`config.mk`:
```
export PLATFORM = sky130hd
export DESIGN_NAME = mem_arbiter_flat
export DESIGN_NICKNAME = d
export VERILOG_FILES = /design/src/rtl/mem_arbiter_if.sv /design/src/rtl/mem_arbiter.sv /design/src/flat_wrapper.sv
export SDC_FILE = /design/constraint.sdc
export NUM_CORES = 1
export LEC_CHECK = 0
export BUFFER_PORTS_ARGS = -buffer_cell sky130_fd_sc_hd__buf_2
export CAP_MARGIN = 20
export CORE_AREA = 2 2 105 107
export DETAILED_ROUTE_END_ITERATION = 7
export DIE_AREA = 0 0 107 109
export PLACE_DENSITY_LB_ADDON = 0.05
export SYNTH_ARGS = -nofsm -noshare
export SYNTH_HDL_FRONTEND = slang
export SYNTH_SLANG_ARGS = --single-unit
```
`constraint.sdc`:
```
create_clock -name clk_i -period 3.81 [get_ports clk_i]
set_input_delay 0.5715 -clock clk_i [delete_from_list [all_inputs] [get_ports clk_i]]
set_output_delay 0.5715 -clock clk_i [all_outputs]
set_load 0.02 [all_outputs]
```
`src/rtl/mem_arbiter_if.sv`:
```
// Bundle of fetch port, load/store port and shared single-port memory signals.
// slave: arbiter view; master: requesters and memory view.
interface mem_arbiter_if #(
  parameter int unsigned ADDR_WIDTH = 10
);
  logic                  if_req;
  logic [31:0]           if_addr;
  logic                  if_kill;
  logic                  if_gnt;
  logic                  if_rvalid;
  logic [31:0]           if_rdata;

  logic                  d_req;
  logic                  d_we;
  logic [31:0]           d_addr;
  logic [31:0]           d_wdata;
  logic [3:0]            d_be;
  logic                  d_gnt;
  logic                  d_rvalid;
  logic [31:0]           d_rdata;

  logic                  mem_en;
  logic                  mem_we;
  logic [3:0]            mem_be;
  logic [ADDR_WIDTH-1:0] mem_addr;
  logic [31:0]           mem_wdata;
  logic [31:0]           mem_rdata;

  modport slave (
    input  if_req, if_addr, if_kill,
    output if_gnt, if_rvalid, if_rdata,
    input  d_req, d_we, d_addr, d_wdata, d_be,
    output d_gnt, d_rvalid, d_rdata,
    output mem_en, mem_we, mem_be, mem_addr, mem_wdata,
    input  mem_rdata
  );

  modport master (
    output if_req, if_addr, if_kill,
    input  if_gnt, if_rvalid, if_rdata,
    output d_req, d_we, d_addr, d_wdata, d_be,
    input  d_gnt, d_rvalid, d_rdata,
    input  mem_en, mem_we, mem_be, mem_addr, mem_wdata,
    output mem_rdata
  );
endinterface

```
`src/rtl/mem_arbiter.sv`:
```
// Fetch / load-store arbiter for one shared single-port synchronous RAM.
// Data wins conflicts unless fetch has been denied STARVE_LIMIT cycles in a row.
module mem_arbiter #(
  parameter int unsigned ADDR_WIDTH   = 10,
  parameter int unsigned STARVE_LIMIT = 4,
  parameter int unsigned CNT_WIDTH    = 16
) (
  input  logic                 clk_i,
  input  logic                 rst_ni,
  mem_arbiter_if.slave         bus_io,
  output logic [CNT_WIDTH-1:0] conflict_cnt_o
);

  localparam int unsigned StarveW = (STARVE_LIMIT > 0) ? $clog2(STARVE_LIMIT + 1) : 1;
  localparam logic [StarveW-1:0] StarveMax = StarveW'(STARVE_LIMIT);

  logic [StarveW-1:0]   starve_q, starve_d;
  logic [CNT_WIDTH-1:0] conflict_q, conflict_d;
  logic                 rsp_if_q, rsp_if_d;
  logic                 rsp_d_q, rsp_d_d;
  logic                 fetch_wins;
  logic                 if_gnt, d_gnt;

  // Only the word-address bits reach the RAM.
  logic unused_addr;
  assign unused_addr = ^{bus_io.if_addr, bus_io.d_addr};

  always_comb begin
    fetch_wins = (starve_q == StarveMax);
    if_gnt     = rst_ni & bus_io.if_req & (~bus_io.d_req | fetch_wins);
    d_gnt      = rst_ni & bus_io.d_req & ~(bus_io.if_req & fetch_wins);
  end

  always_comb begin
    bus_io.if_gnt    = if_gnt;
    bus_io.d_gnt     = d_gnt;
    bus_io.mem_en    = 1'b0;
    bus_io.mem_we    = 1'b0;
    bus_io.mem_be    = 4'b0000;
    bus_io.mem_addr  = '0;
    bus_io.mem_wdata = '0;
    if (if_gnt) begin
      bus_io.mem_en   = 1'b1;
      bus_io.mem_be   = 4'b1111;
      bus_io.mem_addr = bus_io.if_addr[ADDR_WIDTH+1:2];
    end else if (d_gnt) begin
      bus_io.mem_en    = 1'b1;
      bus_io.mem_we    = bus_io.d_we;
      bus_io.mem_be    = bus_io.d_we ? bus_io.d_be : 4'b1111;
      bus_io.mem_addr  = bus_io.d_addr[ADDR_WIDTH+1:2];
      bus_io.mem_wdata = bus_io.d_wdata;
    end
  end

  always_comb begin
    rsp_if_d = if_gnt;
    rsp_d_d  = d_gnt & ~bus_io.d_we;

    starve_d = '0;
    if (bus_io.if_req && !if_gnt) begin
      starve_d = (starve_q == StarveMax) ? starve_q : starve_q + 1'b1;
    end

    conflict_d = conflict_q;
    if (bus_io.if_req && bus_io.d_req && (conflict_q != {CNT_WIDTH{1'b1}})) begin
      conflict_d = conflict_q + 1'b1;
    end
  end

  always_ff @(posedge clk_i or negedge rst_ni) begin
    if (!rst_ni) begin
      starve_q   <= '0;
      conflict_q <= '0;
      rsp_if_q   <= 1'b0;
      rsp_d_q    <= 1'b0;
    end else begin
      starve_q   <= starve_d;
      conflict_q <= conflict_d;
      rsp_if_q   <= rsp_if_d;
      rsp_d_q    <= rsp_d_d;
    end
  end

  // Kill only masks the fetch response; it never affects grants or data responses.
  always_comb begin
    bus_io.if_rvalid = rst_ni & rsp_if_q & ~bus_io.if_kill;
    bus_io.d_rvalid  = rst_ni & rsp_d_q;
    bus_io.if_rdata  = bus_io.mem_rdata;
    bus_io.d_rdata   = bus_io.mem_rdata;
  end

  assign conflict_cnt_o = conflict_q;

endmodule

```
`src/flat_wrapper.sv`:
```
// flat-port wrapper written by rule: the top's interface ports become plain ports
module mem_arbiter_flat 
#(
  parameter int unsigned ADDR_WIDTH   = 10,
  parameter int unsigned STARVE_LIMIT = 4,
  parameter int unsigned CNT_WIDTH    = 16
)
  (clk_i, rst_ni, conflict_cnt_o, bus_io_if_req, bus_io_if_addr, bus_io_if_kill, bus_io_if_gnt, bus_io_if_rvalid, bus_io_if_rdata, bus_io_d_req, bus_io_d_we, bus_io_d_addr, bus_io_d_wdata, bus_io_d_be, bus_io_d_gnt, bus_io_d_rvalid, bus_io_d_rdata, bus_io_mem_en, bus_io_mem_we, bus_io_mem_be, bus_io_mem_addr, bus_io_mem_wdata, bus_io_mem_rdata);
  mem_arbiter_if #(.ADDR_WIDTH(ADDR_WIDTH)) bus_io_i ();
  input  logic clk_i;
  input  logic rst_ni;
  output logic [CNT_WIDTH-1:0] conflict_cnt_o;
  input wire logic [$bits(bus_io_i.if_req)-1:0] bus_io_if_req;
  input wire logic [$bits(bus_io_i.if_addr)-1:0] bus_io_if_addr;
  input wire logic [$bits(bus_io_i.if_kill)-1:0] bus_io_if_kill;
  output wire logic [$bits(bus_io_i.if_gnt)-1:0] bus_io_if_gnt;
  output wire logic [$bits(bus_io_i.if_rvalid)-1:0] bus_io_if_rvalid;
  output wire logic [$bits(bus_io_i.if_rdata)-1:0] bus_io_if_rdata;
  input wire logic [$bits(bus_io_i.d_req)-1:0] bus_io_d_req;
  input wire logic [$bits(bus_io_i.d_we)-1:0] bus_io_d_we;
  input wire logic [$bits(bus_io_i.d_addr)-1:0] bus_io_d_addr;
  input wire logic [$bits(bus_io_i.d_wdata)-1:0] bus_io_d_wdata;
  input wire logic [$bits(bus_io_i.d_be)-1:0] bus_io_d_be;
  output wire logic [$bits(bus_io_i.d_gnt)-1:0] bus_io_d_gnt;
  output wire logic [$bits(bus_io_i.d_rvalid)-1:0] bus_io_d_rvalid;
  output wire logic [$bits(bus_io_i.d_rdata)-1:0] bus_io_d_rdata;
  output wire logic [$bits(bus_io_i.mem_en)-1:0] bus_io_mem_en;
  output wire logic [$bits(bus_io_i.mem_we)-1:0] bus_io_mem_we;
  output wire logic [$bits(bus_io_i.mem_be)-1:0] bus_io_mem_be;
  output wire logic [$bits(bus_io_i.mem_addr)-1:0] bus_io_mem_addr;
  output wire logic [$bits(bus_io_i.mem_wdata)-1:0] bus_io_mem_wdata;
  input wire logic [$bits(bus_io_i.mem_rdata)-1:0] bus_io_mem_rdata;
  assign bus_io_i.if_req = bus_io_if_req;
  assign bus_io_i.if_addr = bus_io_if_addr;
  assign bus_io_i.if_kill = bus_io_if_kill;
  assign bus_io_if_gnt = bus_io_i.if_gnt;
  assign bus_io_if_rvalid = bus_io_i.if_rvalid;
  assign bus_io_if_rdata = bus_io_i.if_rdata;
  assign bus_io_i.d_req = bus_io_d_req;
  assign bus_io_i.d_we = bus_io_d_we;
  assign bus_io_i.d_addr = bus_io_d_addr;
  assign bus_io_i.d_wdata = bus_io_d_wdata;
  assign bus_io_i.d_be = bus_io_d_be;
  assign bus_io_d_gnt = bus_io_i.d_gnt;
  assign bus_io_d_rvalid = bus_io_i.d_rvalid;
  assign bus_io_d_rdata = bus_io_i.d_rdata;
  assign bus_io_mem_en = bus_io_i.mem_en;
  assign bus_io_mem_we = bus_io_i.mem_we;
  assign bus_io_mem_be = bus_io_i.mem_be;
  assign bus_io_mem_addr = bus_io_i.mem_addr;
  assign bus_io_mem_wdata = bus_io_i.mem_wdata;
  assign bus_io_i.mem_rdata = bus_io_mem_rdata;
  mem_arbiter #(.ADDR_WIDTH(ADDR_WIDTH), .STARVE_LIMIT(STARVE_LIMIT), .CNT_WIDTH(CNT_WIDTH)) u_core (.clk_i(clk_i), .rst_ni(rst_ni), .bus_io(bus_io_i), .conflict_cnt_o(conflict_cnt_o));
endmodule
```
* After elaboration in Yosys (flattened, before gate mapping)
Cells that the tools add are included.
Widths: inputs -> output; s select.
** Word-level totals
- Memory bits (read-only) :: 0
- Bits in registers :: 21
- Word-level logic and storage cells :: 40
- RAM bits :: 0
- Bits of input ports :: 138
- Output and inout bits :: 132
- Memories :: 0
- Latch bits :: 0
** Cells by class
- Equal/unequal tests :: 3
- Div/mod/pow operators :: 0
- $mul :: 0
- Muxes and demuxes :: 13
- Add/sub/neg operators :: 2
- Bitwise logic cells :: 14
- Shift-type cells :: 0
- Reductions and logical operators :: 4
- Order comparisons :: 0
** Operator list (count)
- $mux 32 :: 2
- $mux 10 :: 2
- $add 16x1->16 const B :: 1
- $ne 16x16->1 const B :: 1
- $mux 4 :: 3
- $and 1x1->1 :: 9
- $mux 3 :: 2
- $mux 1 :: 4
- $not 1->1 :: 4
- $add 3x1->3 const B :: 1
- $eq 3x3->1 const B :: 1
- $logic_and 1x1->1 :: 3
- $ne 2x2->1 const B :: 1
- $logic_not 1->1 :: 1
- $or 1x1->1 :: 1

* Logic depth before layout (Yosys ltp)
Gate-level depths: netlist of run 1.
- Depth in word-level cells :: 6
- Mapped depth :: 9
- Gate-level depth less buffers :: 7

* Worst setup path after synthesis of run 1
No wires, ideal clock.
- Path kind :: register to output
- From :: register u_core.starve_q[0]
- To :: output bus_io_mem_be[0]
- Slack :: 1.542 ns
- Cell stages (with the launch flop) :: 10
- Data arrival time :: 1.697 ns
- Path through :: dfrtp_1 > inv_1 > ha_1 > nand3_1 > nand3_1 > inv_1 > clkbuf_1 > buf_2 > o21ai_0 > nand2_1
** Between the ends
- Word-level cells in the longest chain between the ends :: 6
** Ends and longest elaborated chain
- start: declaration :: RTL line mem_arbiter.sv:17 : logic [StarveW-1:0] starve_q, starve_d;
- start signal: assignment :: RTL line mem_arbiter.sv:77 : starve_q <= starve_d;
- $eq 3x3->1 :: RTL line mem_arbiter.sv:29 : fetch_wins = (starve_q == StarveMax);
- $and 1x1->1 :: RTL line mem_arbiter.sv:31 : d_gnt = rst_ni & bus_io.d_req & ~(bus_io.if_req & fetch_wins);
- $not 1->1 :: RTL line mem_arbiter.sv:31
- $and 1x1->1 :: RTL line mem_arbiter.sv:31
- via bus_io_d_gnt :: RTL line flat_wrapper.sv:24 : output wire logic [$bits(bus_io_i.d_gnt)-1:0] bus_io_d_gnt;
- $mux 4 :: RTL line mem_arbiter.sv:46 : end else if (d_gnt) begin
- $mux 4 :: RTL line mem_arbiter.sv:42 : if (if_gnt) begin
- end: declaration :: RTL line flat_wrapper.sv:29 : output wire logic [$bits(bus_io_i.mem_be)-1:0] bus_io_mem_be;
The timed path passes the listed nets, and every way through them passes these cells.

* Final worst setup path of run 1
- From :: register u_core.starve_q[0]
- To :: output bus_io_mem_addr[9]
** Between the ends
- Word-level cells in the longest chain between the ends :: 6
** Ends and longest elaborated chain
- $eq 3x3->1 (*) :: RTL line mem_arbiter.sv:29
- $and 1x1->1 :: RTL line mem_arbiter.sv:31
- $not 1->1 :: RTL line mem_arbiter.sv:31
- $and 1x1->1 :: RTL line mem_arbiter.sv:31
- $mux 10 :: RTL line mem_arbiter.sv:46
- $mux 10 (*) :: RTL line mem_arbiter.sv:42
- end: declaration :: RTL line flat_wrapper.sv:30 : output wire logic [$bits(bus_io_i.mem_addr)-1:0] bus_io_mem_addr;
Mark *: on every way between the ends. The rest lies on a longest branch, timed or not.

==> results of run 1 <==
==> path summary, 6_finish.rpt <==
| path | start | to | cells past startpoint |
|---|---|---|---|
| setup / recovery | u_core.starve_q[0] | bus_io_mem_addr[9] | 8 |
| hold / removal | rst_ni | u_core.conflict_cnt_o[1] | 1 |
| setup reg to reg | u_core.conflict_cnt_o[0] | u_core.conflict_cnt_o[14] | 5 |
| hold reg to reg | u_core.conflict_cnt_o[15] | u_core.conflict_cnt_o[15] | 1 |
| max in group asynchronous | rst_ni | u_core.conflict_cnt_o[11] | 2 |
| min in group clk_i | bus_io_d_we | u_core.rsp_d_q | 2 |
==> cells in the final DEF, fill, tap and decap left out, types with 2 or more instances in the layout <==
| master | synthesis | routed |
|---|---|---|
| and4bb_2 | 2 | 2 |
| clkbuf_8 | 0 | 3 |
| ha_1 | 3 | 3 |
| xor2_1 | 11 | 11 |
| nand4_1 | 3 | 3 |
| nor4_1 | 2 | 2 |
| nand3_1 | 8 | 8 |
| and2_1 | 35 | 35 |
| buf_2 | 2 | 129 |
| o21ai_0 | 9 | 9 |
| inv_1 | 5 | 5 |
| nand2_1 | 14 | 14 |
| a22o_1 | 10 | 10 |
| buf_4 | 64 | 2 |
| nor3_1 | 6 | 6 |
| dfrtp_1 | 21 | 21 |
| and4_1 | 2 | 2 |
| nor2_1 | 6 | 6 |
| a31oi_1 | 2 | 2 |
| mux2_2 | 3 | 3 |
==> through the flow <==
stage                      util  hold WS [ps]
after floorplan               -           276
after CTS                 0.217           173
after detailed placement  0.213           466
final                     0.217           180
after global placement    0.213           470
after global routing      0.217           183
==> sequential cells by signal, summed over array words and instances, names as in the netlist <==
| name | flops |
|---|---|
| u_core.rsp_d_q | 1 |
| u_core.rsp_if_q | 1 |
| u_core.starve_q | 3 |
| u_core.conflict_cnt_o | 16 |
==> critical path: cells and delay by family (launching register included) <==
kind	cells	cell delay, ps
buffers and inverters	3	630
DFF	1	420
AOI/OAI and AO/OA	1	210
and+or+nand+nor	3	510
adders and majority gates	1	180
==> per-layer routing <==
| metal | vias to the layer above | global-route usage | routed length, µm |
|---|---|---|---|
| met2 | 112 | 0.211 | 3620 |
| met1 | 781 | 0.0996 | 2140 |
| met5 | - | 0 | 0 |
| met3 | 2 | 0.0484 | 764 |
| li1 | 816 | - | - |
| met4 | 0 | 0.0223 | 33 |
==> logic make-up after synthesis <==
logic type | after synthesis
compound gates | 23
fa+ha+maj | 3
simple gates | 86
xor+xnor | 12
flops | 21
buf+inv | 75
mux | 4
==> power groups by stage <==
stage,logic (mW),clock network (mW),registers [mW]
final,0.294,0.151,0.330
after global routing,0.324,0.170,0.342
after CTS,0.301,0.163,0.331
after detailed placement,0.300,0,0.336
after global placement,0.301,0,0.335
after floorplan,0.229,0,0.365
==> layout make-up <==
| type | count | area share |
|---|---|---|
| Multi-Input combinational cell | 128 | 0.381 |
| Timing Repair Buffer | 131 | 0.287 |
| Sequential cell | 21 | 0.228 |
| Tap cell | 140 | 0.0760 |
| Clock buffer | 4 | 0.0196 |
| Inverter | 5 | 0.00815 |
==> flow_summary_export.csv, run 1 <==
group,metric,value,unit
sta,finalHoldViolCount,0,
synthesis,synth-simple-area-share,0.276,
synthesis,yosysMostFrequentCell,"buf_4",
sta,fmax,358,MHz
worst_setup_path,endpoint_kind,"primary output",
layout,instances_no_fill,429,
worst_setup_path,crit_path_start_kind,"register",
worst_setup_path,crit_type,"reg2out",
synthesis,synth_nets,365,
die,row_count,38,
detailed_routing,drtAntennaViolNets,0,
layout,syn2layout_area_growth,19.5,%
sta,min_period,2790,ps
synthesis,yosysTopAreaCellShare,0.273,
placed_design,dpl_cell_area,2260,µm²
layout,multi_input_area,878,µm²
detailed_routing,drt_pass1_iterations,4,
clock_tree,insertion_delay,260,ps
sta,setup-violations-final,0,
synthesis,synthXorXnorAreaFrac,0.0545,
synthesis,ys_seq_area_frac,0.273,
die,io_pins,270,
sta,slew_headroom,0.583,
die,initial_core_util,0.182,
clock_tree,cts_resized,0,
clock_tree,path_clk_slew,80,ps
synthesis,synth-adder-area-share,0.0195,
worst_setup_path,path_cells,"inv_1 > ha_1 > nand2_1 > nand2_1 > nand3_1 > inv_1 > a22o_1 > buf_2",
clock_tree,cts_max_path_buffers,2,
clock_tree,hold_buffers,0,
sta,fin_skew,3.52,ps
clock_tree,cts_setup_buffers,0,
pwr,leakagePower,1.30,nW
sta,finalCritPeriodShare,0.732,
pwr,p_sw_frac,0.413,
job,maxCapViolCount,0,
detailed_routing,drcViolationCount,0,
global_routing,grt_pass1_wl,9490,µm
synthesis,synth_commonest_cells,"buf_4 (64), and2_1 (35), dfrtp_1 (21), nand2_1 (14), xor2_1 (11)",
worst_setup_path,crit_fanout,12,
placed_design,hpwl,5450,µm
pwr,pwr_density_cell,336,nW/µm²
pwr,pwr-share-seq,0.426,
clock_tree,tritoncts,"built",
synthesis,syn_avg_cell_area,8.61,µm²
global_routing,track_usage,0.106,
synthesis,synth_cells,224,
synthesis,synthMuxAreaShare,0.0227,
die,die_y,109,µm
global_routing,first_global_vias,1714,
global_routing,grt-ovfl-total,0,
placed_design,dp.cells,425,
synthesis,synth-compound-area-share,0.0824,
global_routing,antenna_found_initial,0,
placed_design,place_congestion,0.753,
worst_setup_path,rrSetupSlack,1860,ps
pwr,report.power.total,0.775,mW
detailed_routing,viasPerCell,3.99,
synthesis,synth_cell_types,32,
detailed_routing,drt_iter0_markers,42,
layout,final_area,2300,µm²
pwr,p_switching,0.320,mW
placed_design,port_buffers,129,
sta,worstMarginPinSlew,621,ps
die,dieArea,11700,µm²
clock_tree,htreeDepth,1,
synthesis,synth_area,1930,µm²
pwr,combinationalPowerShare,0.379,
detailed_routing,vias,1711,
placed_design,place_ws,1220,ps
layout,layout-drive-gt1-share,0.502,
run_status,status,"finished, final reports clean",
layout,regArea,526,µm²
sta,rsz0062_at_grt,"false",
worst_setup_path,worstPathArrival,2220,ps
clock_tree,cts_sinks,21,
clock_tree,cts-root-buf,"clkbuf_8",
synthesis,ys_seq_elements,21,
pwr,ir_drop,131,µV
global_routing,grt_max_degree,48,
detailed_routing,wl_per_cell,15.3,µm
synthesis,yosys_warnings,0,
detailed_routing,wirelength,6560,µm
synthesis,ys.flop_type,"dfrtp_1",
worst_setup_path,slowest_delay,420,ps
synthesis,yosys-top-cells-area,"dfrtp_1 (27%), buf_4 (25%), and2_1 (11%)",
sta,slew_viol_final,0,
die,die_x,107,µm
synthesis,yosysTopAreaCell,"dfrtp_1",
sta,tns,0,ps
clock_tree,cts_buffers,3,
synthesis,synth_edf_count,0,
die,core-area,10600,µm²
worst_setup_path,cp.required,3240,ps
pwr,p_clk_frac,0.194,
min_path,hold_path.class,"in2async",
sta,setup_ws,1020,ps
layout,nets,431,
synthesis,ys_async_sr_fraction,1.00,
pwr,intPower,0.454,mW
worst_setup_path,worst_path_max_delay_cell,"dfrtp_1",
layout,fill_cells,1222,
synthesis,synth_top_family_by_area,"simple AND/OR/NAND/NOR gates",
layout,diodes,0,
No activity file was read; power rests on OpenSTA's default activity.
==> inputs of run 2 (changes only) <==
--- a/config.mk
+++ b/config.mk
@@ -7,9 +7,9 @@
 export LEC_CHECK = 0
 export BUFFER_PORTS_ARGS = -buffer_cell sky130_fd_sc_hd__buf_2
 export CAP_MARGIN = 20
-export CORE_AREA = 2 2 105 107
+export CORE_AREA = 2 2 106 108
 export DETAILED_ROUTE_END_ITERATION = 7
-export DIE_AREA = 0 0 107 109
+export DIE_AREA = 0 0 108 110
 export PLACE_DENSITY_LB_ADDON = 0.05
 export SYNTH_ARGS = -nofsm -noshare
 export SYNTH_HDL_FRONTEND = slang
==> constraint.sdc (replaced) <==
create_clock -name clk_i -period 2.3 [get_ports clk_i]
set_input_delay 0.345 -clock clk_i [delete_from_list [all_inputs] [get_ports clk_i]]
set_output_delay 0.345 -clock clk_i [all_outputs]
set_load 0.02 [all_outputs]
==> flow_summary_export.csv, run 2 (synthesized netlist as in run 1, its figures left out) <==
group,metric,value,unit
run_status,status,"finished, final reports clean",
layout,syn2layout_area_growth,27.7,%
detailed_routing,viasPerCell,3.99,
layout,final_common_cell,"buf_2",
sta,finalCritPeriodShare,0.951,
clock_tree,tritoncts,"built",
global_routing,grt_max_degree,48,
clock_tree,cts-root-buf,"clkbuf_8",
detailed_routing,drt_iter0_markers,25,
clock_tree,htreeDepth,1,
global_routing,first_global_vias,1764,
sta,fin_skew,6.26,ps
sta,whs,191,ps
die,die_y,110,µm
layout,mostFrequentLayoutCells,"buf_2 (128), and2_1 (35), dfrtp_1 (21), nand2_1 (12), xor2_1 (11)",
worst_setup_path,slowest_delay,390,ps
sta,slew_viol_final,0,
worst_setup_path,crit_type,"reg2out",
global_routing,track_usage,0.108,
layout,nets,443,
detailed_routing,drtAntennaViolNets,0,
min_path,hold_path.class,"in2async",
global_routing,grt-ovfl-total,0,
detailed_routing,wirelength,6740,µm
worst_setup_path,path_cells,"inv_1 > ha_2 > nand2_4 > nand2_2 > nand3_4 > clkinvlp_4 > a22o_1 > buf_2",
worst_setup_path,worst_path_max_delay_cell,"dfrtp_1",
worst_setup_path,worstPathArrival,1840,ps
sta,worstMarginPinSlew,362,ps
placed_design,place_congestion,0.716,
clock_tree,path_clk_slew,90,ps
worst_setup_path,crit_start,"u_core.starve_q[1]",
die,dieArea,11900,µm²
die,row_count,38,
pwr,leakagePower,1.36,nW
pwr,ir_drop,213,µV
clock_tree,cts_max_path_buffers,2,
layout,layout-drive-gt1-share,0.542,
detailed_routing,vias,1760,
clock_tree,cts_buffers,3,
clock_tree,insertion_delay,260,ps
layout,largest_reg_flops,16,
global_routing,antenna_found_initial,0,
clock_tree,cts_sinks,21,
worst_setup_path,reg2reg_depth,5,
pwr,pwr_density_cell,534,nW/µm²
worst_setup_path,crit_fanout,6,
worst_setup_path,endpoint_kind,"primary output",
job,maxCapViolCount,0,
die,io_pins,270,
layout,diodes,0,
detailed_routing,wl_per_cell,15.3,µm
worst_setup_path,cp.required,1960,ps
sta,finalHoldViolCount,0,
worst_setup_path,crit_buf_inv,3,
sta,setup-violations-final,0,
die,core-area,10700,µm²
detailed_routing,drcViolationCount,0,
worst_setup_path,cp.depth,8,
global_routing,grt_pass1_wl,9720,µm
worst_setup_path,crit_path_start_kind,"register",
sta,slew_headroom,0.755,
worst_setup_path,r2r-start,"u_core.conflict_cnt_o[0]",
worst_setup_path,cpLargestDelayFamily,"buffers and inverters",
sta,fmax,457,MHz
sta,tns,0,ps
placed_design,port_buffers,129,
sta,min_period,2190,ps
detailed_routing,drt_pass1_iterations,4,
die,die_x,108,µm
die,initial_core_util,0.180,
sta,rsz0062_at_grt,"false",
placed_design,hpwl,5370,µm
## run 2: cell types whose count changed in the layout (fill, tap and decap cells not counted), sizes merged
cell,previous run,this run
clkbuf,4,6
inv,5,4
dlygate4sd3,0,1
buf,131,139
clkinvlp,0,2
## run 2: final cells by class
class | count | area, µm²
well taps | 140 | 175
flip-flops and latches | 21 | 526
repair inverters | 1 | 7.51
repair buffers | 142 | 778
multi-input cells | 128 | 908
clock buffers | 4 | 45.0
inverters | 5 | 22.5
fillers | 1211 | 8240
## run 2: layer usage
metal | vias up | wire [µm] | track usage
met1 | 786 | 2220 | 0.106
met4 | 0 | 45 | 0.0256
met5 | - | 0 | 0
met2 | 121 | 3860 | 0.213
li1 | 847 | - | -
met3 | 6 | 612 | 0.0400
## run 2: stage by stage
step | area [µm²] | power [mW] | std cells | setup slack, ps | util
finish | 2460 | 1.31 | 441 | 112 | 0.230
global placement | 2310 | 1.06 | 430 | 72.9 | 0.216
CTS | 2410 | 1.34 | 438 | 10.0 | 0.225
detailed placement | 2310 | 1.06 | 430 | 67.7 | 0.216
global route | 2460 | 1.42 | 441 | 1.39 | 0.230
floorplan | 1930 | 0.985 | 224 | 258 | -
## run 2: what timing repair did
item                       4_1_cts  5_1_grt
setup buffers                    2        2
gates resized for setup          6        5
pin swaps                        1        3
cloned                           1        1
setup endpoints to repair       12       45
hold buffers                     1        0
hold endpoints to repair         4        0
## run 2: where the power goes
group	total [mW]	internal, mW	leakage [nW]	switching (mW)
Combinational	0.519	0.213	1.07	0.306
Clock	0.254	0.124	0.0228	0.131
Sequential	0.541	0.434	0.272	0.107
Total	1.31	0.771	1.36	0.543
## run 2: worst register-to-register path, cell delays in order (launching register included)
cell and delay [ps]:
dfrtp_1 410, ha_1 280, nand3_1 180, or3_1 390, nor2_1 150, mux2_2 340
## run 2: path summary, 6_finish.rpt
| kind | endpoint | slack, ps |
|---|---|---|
| setup / recovery | bus_io_mem_addr[6] | 110 |
| hold / removal | u_core.conflict_cnt_o[8] | 190 |
| setup reg to reg | u_core.conflict_cnt_o[12] | 460 |
| hold reg to reg | u_core.conflict_cnt_o[15] | 510 |
| max in group asynchronous | u_core.starve_q[0] | 1500 |
| min in group clk_i | u_core.rsp_d_q | 260 |
